===== src/rtl/popcount_engine.sv =====
// popcount_engine: counts the 1 bits of a WIDTH-bit word, CHUNK bits per clock, over valid/ready handshakes.
// Optional POPCOUNT_PARITY_EN adds the out_parity port (odd parity of the accepted word).
module popcount_engine #(
   parameter  int WIDTH = 32,
   parameter  int CHUNK = 4,
   localparam int CW    = $clog2(WIDTH + 1)
) (
   input  logic             clk,
   input  logic             rst,
   input  logic             in_valid,
   output logic             in_ready,
   input  logic [WIDTH-1:0] in_data,
   output logic             out_valid,
   input  logic             out_ready,
   output logic [CW-1:0]    out_count,
   output logic             out_nonzero,
   output logic             busy
`ifdef POPCOUNT_PARITY_EN
   ,
   output logic             out_parity
`endif
);
   localparam int NCH = WIDTH / CHUNK;
   localparam int IW  = NCH > 1 ? $clog2(NCH) : 1;
   if ((WIDTH % CHUNK) != 0 || CHUNK > WIDTH) begin : g_bad_cfg
      $fatal(1, "popcount_engine: WIDTH must be a nonzero multiple of CHUNK");
   end
   typedef enum logic [1:0] {IDLE, COUNT, DONE} state_t;
   state_t           state;
   logic [WIDTH-1:0] shreg;
   logic [CW-1:0]    acc, chunk_pc, acc_nxt;
   logic [IW-1:0]    idx;
   logic             last;
   always_comb begin
      chunk_pc = '0;
      for (int i = 0; i < CHUNK; i++) chunk_pc = chunk_pc + CW'(shreg[i]);
      acc_nxt = acc + chunk_pc;
      // stop once no set bits remain above the chunk being consumed
      last = ((shreg >> CHUNK) == '0) || (idx == IW'(NCH - 1));
   end
   assign busy = state != IDLE;
   always_ff @(posedge clk or negedge rst) begin
      if (!rst) begin
         state       <= IDLE;
         shreg       <= '0;
         acc         <= '0;
         idx         <= '0;
         in_ready    <= 1'b0;
         out_valid   <= 1'b0;
         out_count   <= '0;
         out_nonzero <= 1'b0;
`ifdef POPCOUNT_PARITY_EN
         out_parity  <= 1'b0;
`endif
      end else begin
         case (state)
            IDLE: begin
               in_ready <= 1'b1;
               if (in_valid && in_ready) begin
                  shreg    <= in_data;
                  acc      <= '0;
                  idx      <= '0;
                  in_ready <= 1'b0;
                  state    <= COUNT;
               end
            end
            COUNT: begin
               acc   <= acc_nxt;
               shreg <= shreg >> CHUNK;
               idx   <= idx + IW'(1);
               if (last) begin
                  state       <= DONE;
                  out_valid   <= 1'b1;
                  out_count   <= acc_nxt;
                  out_nonzero <= acc_nxt != '0;
`ifdef POPCOUNT_PARITY_EN
                  out_parity  <= acc_nxt[0];
`endif
               end
            end
            DONE: begin
               if (out_ready) begin
                  out_valid <= 1'b0;
                  in_ready  <= 1'b1;
                  state     <= IDLE;
               end
            end
            default: state <= IDLE;
         endcase
      end
   end
endmodule


===== config.mk =====
export PLATFORM = sky130hd
export DESIGN_NAME = popcount_engine
export DESIGN_NICKNAME = d
export VERILOG_FILES = /design/src/rtl/popcount_engine.sv
export SDC_FILE = /design/constraint.sdc
export NUM_CORES = 1
export LEC_CHECK = 0
export CORE_ASPECT_RATIO = 0.6
export CORE_UTILIZATION = 50
export CTS_CLUSTER_SIZE = 8
export DETAILED_ROUTE_END_ITERATION = 8
export DONT_BUFFER_PORTS = 1
export PLACE_DENSITY = 0.72
export SLEW_MARGIN = 20
export SYNTH_ARGS = -nofsm -noshare
export SYNTH_HDL_FRONTEND = slang
export SYNTH_SLANG_ARGS = --single-unit

===== constraint.sdc =====
create_clock -name clk -period 2.3 [get_ports clk]
set_input_delay 0.345 -clock clk [delete_from_list [all_inputs] [get_ports clk]]
set_output_delay 0.345 -clock clk [all_outputs]
set_load 0.05 [all_outputs]

==> out/qor.csv, run 1 <==
metric,value,unit
syn_area_per_cell,10.7,µm²
numCtsBuffers,5,
timing.rr.start,shreg[0]$_DFFE_PN0P_,
cap_violations,0,
cts_tree,yes,
final_common_cell,dfrtp_1,
worstPathCellList,fa_1 -> inv_1 -> fa_2 -> fa_2 -> buf_4 -> buf_6 -> and2_4 -> o21ai_1 -> o31ai_1,
synthCells,243,
grt_max_degree,53,
cts_buffer_depth,2,
grt-ovfl-total,0,
area_delta_synth_final,11.6,%
antenna_found_initial,0,
drt-vias-per-instance,5.56,
cp_max_fo,5,
cts_root_buf,clkbuf_8,
power.internal,0.00272,W
diodes,0,
p_comb_share,48.8,%
finalCriticalPeriod,2.45,ns
syn-cell-area,2590,µm²
ant_nets,0,
worstPathRequired,2.48,ns
fin_ws,-0.154,ns
violations,setup timing,
rows,19,
fillers,400,
yosysUniqueCellTypes,41,
pre_cts_ws,-0.137,ns
setup_tns,-0.741,ns
io_buffers,0,
vias,1768,
gr-usage-all-layers,21.1,%
dp_hpwl,3690,µm
post_drt_wl_per_cell,16.5,µm
core-area,4780,µm²
drt_wl_total,5240,µm
startpoint_type,flop,
p_leak,1.37,nW
grt_pass1_vias,1650,
path_class,flop to flop,
outcome,finished with violations,
worst-slew-pin-transition,0.788,ns
seqPwrFrac,40.1,%
drc,0,
cp.arrival,2.64,ns
critPathCaptureType,flop,
path_common_cell,fa_2,
hold_viol_final,0,
max_freq,0.407,GHz
place_congestion,0.797,
yosys_warnings,0,
ir_drop,0.000638,V
multi_input_area,1220,µm²
htree_levels,2,
final_nets,296,
initial_core_util,54.3,%
utilization,60.6,%
final_cell_mix,"dfrtp_1 (52), nand2_1 (35), o21ai_0 (32)",
first_pass_iters,4,
critPathSlowestCell,fa_1,
insertion_delay,0.30,ns
cp-startpoint,shreg[0]$_DFFE_PN0P_,
drt-initial-drc-count,61,
path_clk_slew,0.09,ns
cpPeakStageDelay,0.53,ns
min_from,in_data[31],
syn-num-nets,285,
die_h,57.8,µm
drive_above_1_share,17.6,%
min_period_over_period,107,%
switching_share,42.8,%
grt_pass1_wl,8470,µm
regArea,1300,µm²
whs,0.172,ns
rsz0062_at_grt,yes,
power_density,1640,nW/µm²
die_x,95.0,µm
drv_slew,0,
relSlewSlack,47.4,%
pwr-share-clk,11.1,%
clock-sinks,52,
p_switching,0.00204,W
final-setup-viol-count,7,
fin_cells,318,
fin_skew,0.00757,ns
num_io_pins,46,
dp_cells,302,
dieArea,5490,µm²
ys_ff_latch,52,
seq_area_frac_synth,50.2,%
holdCritPathClass,primary input to flop,
-- through the flow --
stage	area [µm²]	total power [W]
after floorplan	2610	0.00346
after CTS	2840	0.00464
final	2900	0.00476
after global routing	2900	0.00515
after detailed placement	2700	0.00398
after global placement	2700	0.00389
-- Yosys cell counts --
cell type	n	area share (%)
o21ai_4	1	0.63
clkbuf_2	1	0.19
nor2_1	8	1.2
nand4_1	1	0.24
clkbuf_1	11	1.6
xnor2_1	2	0.68
a22o_1	8	2.7
nor4_1	5	1.2
mux2_4	3	1.7
o211ai_1	1	0.29
a21oi_1	3	0.58
clkbuf_8	1	0.53
a21bo_2	1	0.39
fa_1	3	2.3
and4_1	1	0.34
a22oi_1	1	0.29
o31ai_1	2	0.58
nand3b_1	1	0.29
inv_1	9	1.3
xor2_1	2	0.68
o21ai_0	34	6.6
buf_6	1	0.43
a21o_1	1	0.29
o2111ai_1	1	0.34
mux2i_1	30	12
ha_1	3	1.4
or4_4	2	0.87
or2b_2	1	0.34
nor4b_1	1	0.34
o211a_1	1	0.39
nor2b_1	4	0.96
and2_1	1	0.24
or4b_4	1	0.53
o21bai_1	1	0.29
a21o_2	2	0.68
nand2_1	36	5.2
or2b_1	1	0.29
clkdlybuf4s50_1	1	0.39
or2_2	2	0.48
a31oi_1	2	0.48
dfrtp_1	52	50
-- worst max-delay path: cells and delay by family, from the launching register on --
family,cells,cell delay (ns)
adder cells (fa/ha/maj),3,1.29
AO/OA/AOI/OAI,2,0.20
AND/OR/NAND/NOR,1,0.12
buffers and inverters,3,0.31
flip-flops,1,0.41
-- per-layer routing --
layer | vias up | GRT usage [%] | part of all wire [%]
met1 | 846 | 32.9 | 51
li1 | 876 | - | -
met3 | 6 | 6.43 | 6.0
met5 | - | 0 | 0
met2 | 40 | 27.6 | 42
met4 | 0 | 6.49 | 0.97
-- registers in the layout (all words and copies together), names as in the netlist --
register	cells
shreg	32
in_ready	1
out_nonzero	1
out_valid	1
acc	6
state	2
idx	3
out_count	6
-- path summary, 6_finish.rpt --
| kind | endpoint | slack, ns | cells after the start |
|---|---|---|---|
| worst max-delay path | acc[2]$_DFFE_PN0P_ | -0.15 | 9 |
| worst min-delay path | shreg[31]$_DFFE_PN0P_ | 0.17 | 1 |
| worst max register to register | acc[2]$_DFFE_PN0P_ | -0.15 | 9 |
| worst min register to register | idx[0]$_DFFE_PN0P_ | 0.50 | 1 |
| max in group asynchronous | shreg[30]$_DFFE_PN0P_ | 1.51 | 2 |
| min in group asynchronous | shreg[5]$_DFFE_PN0P_ | 0.55 | 2 |
-- logic make-up (layout without fill, tap and decap cells) --
logic type               count (synthesis)  in the layout  synth area share, %
XOR/XNOR                                 4              4                 1.35
buffers and inverters                   24             36                 4.44
flip-flops                              52             52                 50.2
multiplexers                            33             33                 13.3
AND/OR/NAND/NOR                         65             65                 12.5
AO/OA/AOI/OAI                           59             59                 14.5
adder cells (fa/ha/maj)                  6              6                 3.76
-- power groups by stage --
stage	combinational, W	sequential, W	clock, W
after global placement	0.00198	0.00191	0
after floorplan	0.00163	0.00183	0
final	0.00232	0.00191	0.000530
after detailed placement	0.00205	0.00193	0
after CTS	0.00219	0.00191	0.000547
after global routing	0.00259	0.00197	0.000583
-- layout make-up --
class	count	area share [%]
Clock buffer	8	3.11
Inverter	9	1.17
Multi-Input combinational cell	167	42.1
Tap cell	63	2.72
Timing Repair Buffer	19	5.96
Sequential cell	52	44.9
-- what timing repair did --
| action | 4_1_cts | 5_1_grt |
|---|---|---|
| gates resized for setup | 5 | 5 |
| endpoints found under the setup margin | 5 | 10 |
| pin swaps | 1 | 3 |
| hold endpoints to repair | 52 | 0 |
| setup buffers | 1 | 5 |
| hold buffers | 2 | 0 |
No activity file was read; power rests on OpenSTA's default activity.
==> run 2, diff against run 1 <==
Settings changed: CTS_CLUSTER_SIZE 8 to default.
==> results of run 2 <==
Final layout, timing and power as in run 1 (identical DEF).
==> run 3, diff against run 2 <==
Settings changed: CAP_MARGIN from default to 20, CORE_UTILIZATION 50 to 47, DONT_BUFFER_PORTS 1 to default, PLACE_DENSITY 0.72 to 0.79.
==> run 3 against run 2 <==
Against the previous run: worst setup slack got worse by 0.0089 ns; cell count rose by 14%; maximum frequency fell by 0.36%; count of clock-buffer cells in the layout did not move; combinational power rose by 19%; clock power rose by 1%; the run ends with DRC, setup timing left.
==> out/qor.csv, run 3 (synthesized netlist as in run 1, its figures left out) <==
metric,value,unit,change
outcome,finished with violations,,
violations,"DRC, setup timing",,
dp_cells,351,,+16%
drive_above_1_share,15.5,%,-2.2 points
vias,1942,,+9.8%
ir_drop,0.000520,V,-18%
die_x,97.9,µm,+3.1%
drc,3,,+3
place_congestion,0.821,,+2.9%
rsz0062_at_grt,yes,,
final-setup-viol-count,7,,unchanged
numCtsBuffers,5,,unchanged
largest_reg_flops,32,,unchanged
path_clk_slew,0.09,ns,about the same
top_regs,"shreg x32, acc x6, out_count x6",,
worstPathRequired,2.49,ns,about the same
power_density,1500,nW/µm²,-8.9%
power,0.00498,W,+4.5%
startpoint_type,flop,,
post_drt_wl_per_cell,14.8,µm,-10%
die_h,59.5,µm,+3.0%
htree_levels,2,,unchanged
grt-ovfl-total,0,,unchanged
max_freq,0.406,GHz,-0.36%
diodes,0,,unchanged
worstPathCellList,fa_1 -> inv_1 -> fa_2 -> fa_2 -> nand2_2 -> nor4b_4 -> a31oi_1,,
fin_ws,-0.163,ns,-0.00890 ns
p_leak,1.54,nW,+12%
cp_max_fo,2,,-3
ctsHoldBuffers,0,,-2
setup_tns,-0.483,ns,+0.258 ns
grt_pass1_wl,8900,µm,+5.1%
critPathCaptureType,flop,,
num_io_pins,46,,unchanged
worst-slew-pin-transition,0.660,ns,-0.128 ns
finalCriticalPeriod,2.46,ns,+0.00890 ns
postPlaceCellArea,3160,µm²,+17%
dp_hpwl,3720,µm,+0.88%
fillers,436,,+9.0%
io_buffers,45,,+45
min_period_over_period,107,%,+0.39 points
cp.arrival,2.66,ns,+0.02 ns
fin_cells,363,,+14%
dieArea,5830,µm²,+6.2%
drt-initial-drc-count,69,,+13%
gr-usage-all-layers,20.2,%,-0.89 points
cts_root_buf,clkbuf_8,,
relSlewSlack,56.0,%,+8.6 points
holdCritPathClass,primary input to async pin,,
path_common_cell,fa_2,,
finish.instance_area,3320,µm²,+15%
final_nets,338,,+14%
cap_violations,0,,unchanged
rows,20,,+1
grt_pass1_vias,1883,,+14%
grt_max_degree,53,,unchanged
hold_viol_final,0,,unchanged
initial_core_util,50.1,%,-4.2 points
critPathSlowestCell,fa_2,,
top_register,shreg,,
insertion_delay,0.31,ns,about the same
clock-sinks,52,,unchanged
final_cell_mix,"dfrtp_1 (52), clkdlybuf4s50_1 (44), nand2_1 (35)",,
drt-vias-per-instance,5.35,,-3.8%
antenna_found_initial,0,,unchanged
cts_buffer_depth,2,,unchanged
core-area,5180,µm²,+8.4%
path_class,flop to flop,,
drv_slew,0,,unchanged
area_delta_synth_final,28.1,%,
cpPeakStageDelay,0.55,ns,+0.02 ns
cts_tree,yes,,
final_common_cell,dfrtp_1,,
drt_wl_total,5380,µm,+2.8%
fin_skew,0.00935,ns,+0.00178 ns
ant_nets,0,,unchanged
first_pass_iters,6,,+2
-- run 3: metal layers --
metal / part of all wire [%] / vias up / routed length (µm) / track usage [%]
met1: 51 / 940 / 2730 / 26.8
met4: 0.82 / 0 / 44 / 5.84
met3: 3.8 / 7 / 202 / 4.95
li1: - / 960 / - / -
met2: 45 / 35 / 2400 / 33.5
met5: 0 / - / 0 / 0
-- run 3: final timing paths --
path	depth (start not counted)	from	slack [ns]	endpoint
min in group clk	2	acc[0]$_DFFE_PN0P_	0.50	acc[0]$_DFFE_PN0P_
hold reg to reg	2	acc[0]$_DFFE_PN0P_	0.50	acc[0]$_DFFE_PN0P_
setup / recovery	7	shreg[0]$_DFFE_PN0P_	-0.16	out_nonzero$_DFFE_PN0P_
setup reg to reg	7	shreg[0]$_DFFE_PN0P_	-0.16	out_nonzero$_DFFE_PN0P_
hold / removal	2	rst	0.14	out_count[0]$_DFFE_PN0P_
max in group asynchronous	2	rst	1.71	shreg[27]$_DFFE_PN0P_
-- run 3: final cells by class --
type                            count  area (µm²)  share of cell area [%]
Clock buffer                        8        90.1                    2.71
Sequential cell                    52        1300                    39.2
Inverter                            9        33.8                    1.02
Tap cell                           66        82.6                    2.49
Timing Repair Buffer               61         586                    17.6
Multi-Input combinational cell    167        1230                    37.0
-- run 3: per-stage QoR --
stage               hold slack, ns  util, %  setup WS, ns
detailed placement           0.476     61.1        -0.175
finish                       0.138     64.1        -0.163
CTS                          0.165     63.3        -0.166
global route                 0.197     64.1        -0.232
floorplan                   0.0494        -       -0.0523
global placement             0.471     61.1        -0.138
-- run 3: what timing repair did --
action	4_1_cts	5_1_grt
setup endpoints to repair	6	10
pin swaps	1	2
resized for setup	6	4
buffers inserted	0	4
-- run 3: where the power goes --
group | leakage, nW | total, W | internal [W] | switching (W)
clock network | 0.0455 | 0.000537 | 0.000246 | 0.000291
registers | 0.655 | 0.00166 | 0.00133 | 0.000335
logic | 0.837 | 0.00277 | 0.00131 | 0.00146
total | 1.54 | 0.00498 | 0.00288 | 0.00209
-- run 3: critical path, delay by kind of cell (launching register included) --
kind	cells	cell delay, ns
buffers and inverters	1	0.05
DFF	1	0.42
adders and majority gates	3	1.44
AOI/OAI and AO/OA	1	0.11
and+or+nand+nor	2	0.33
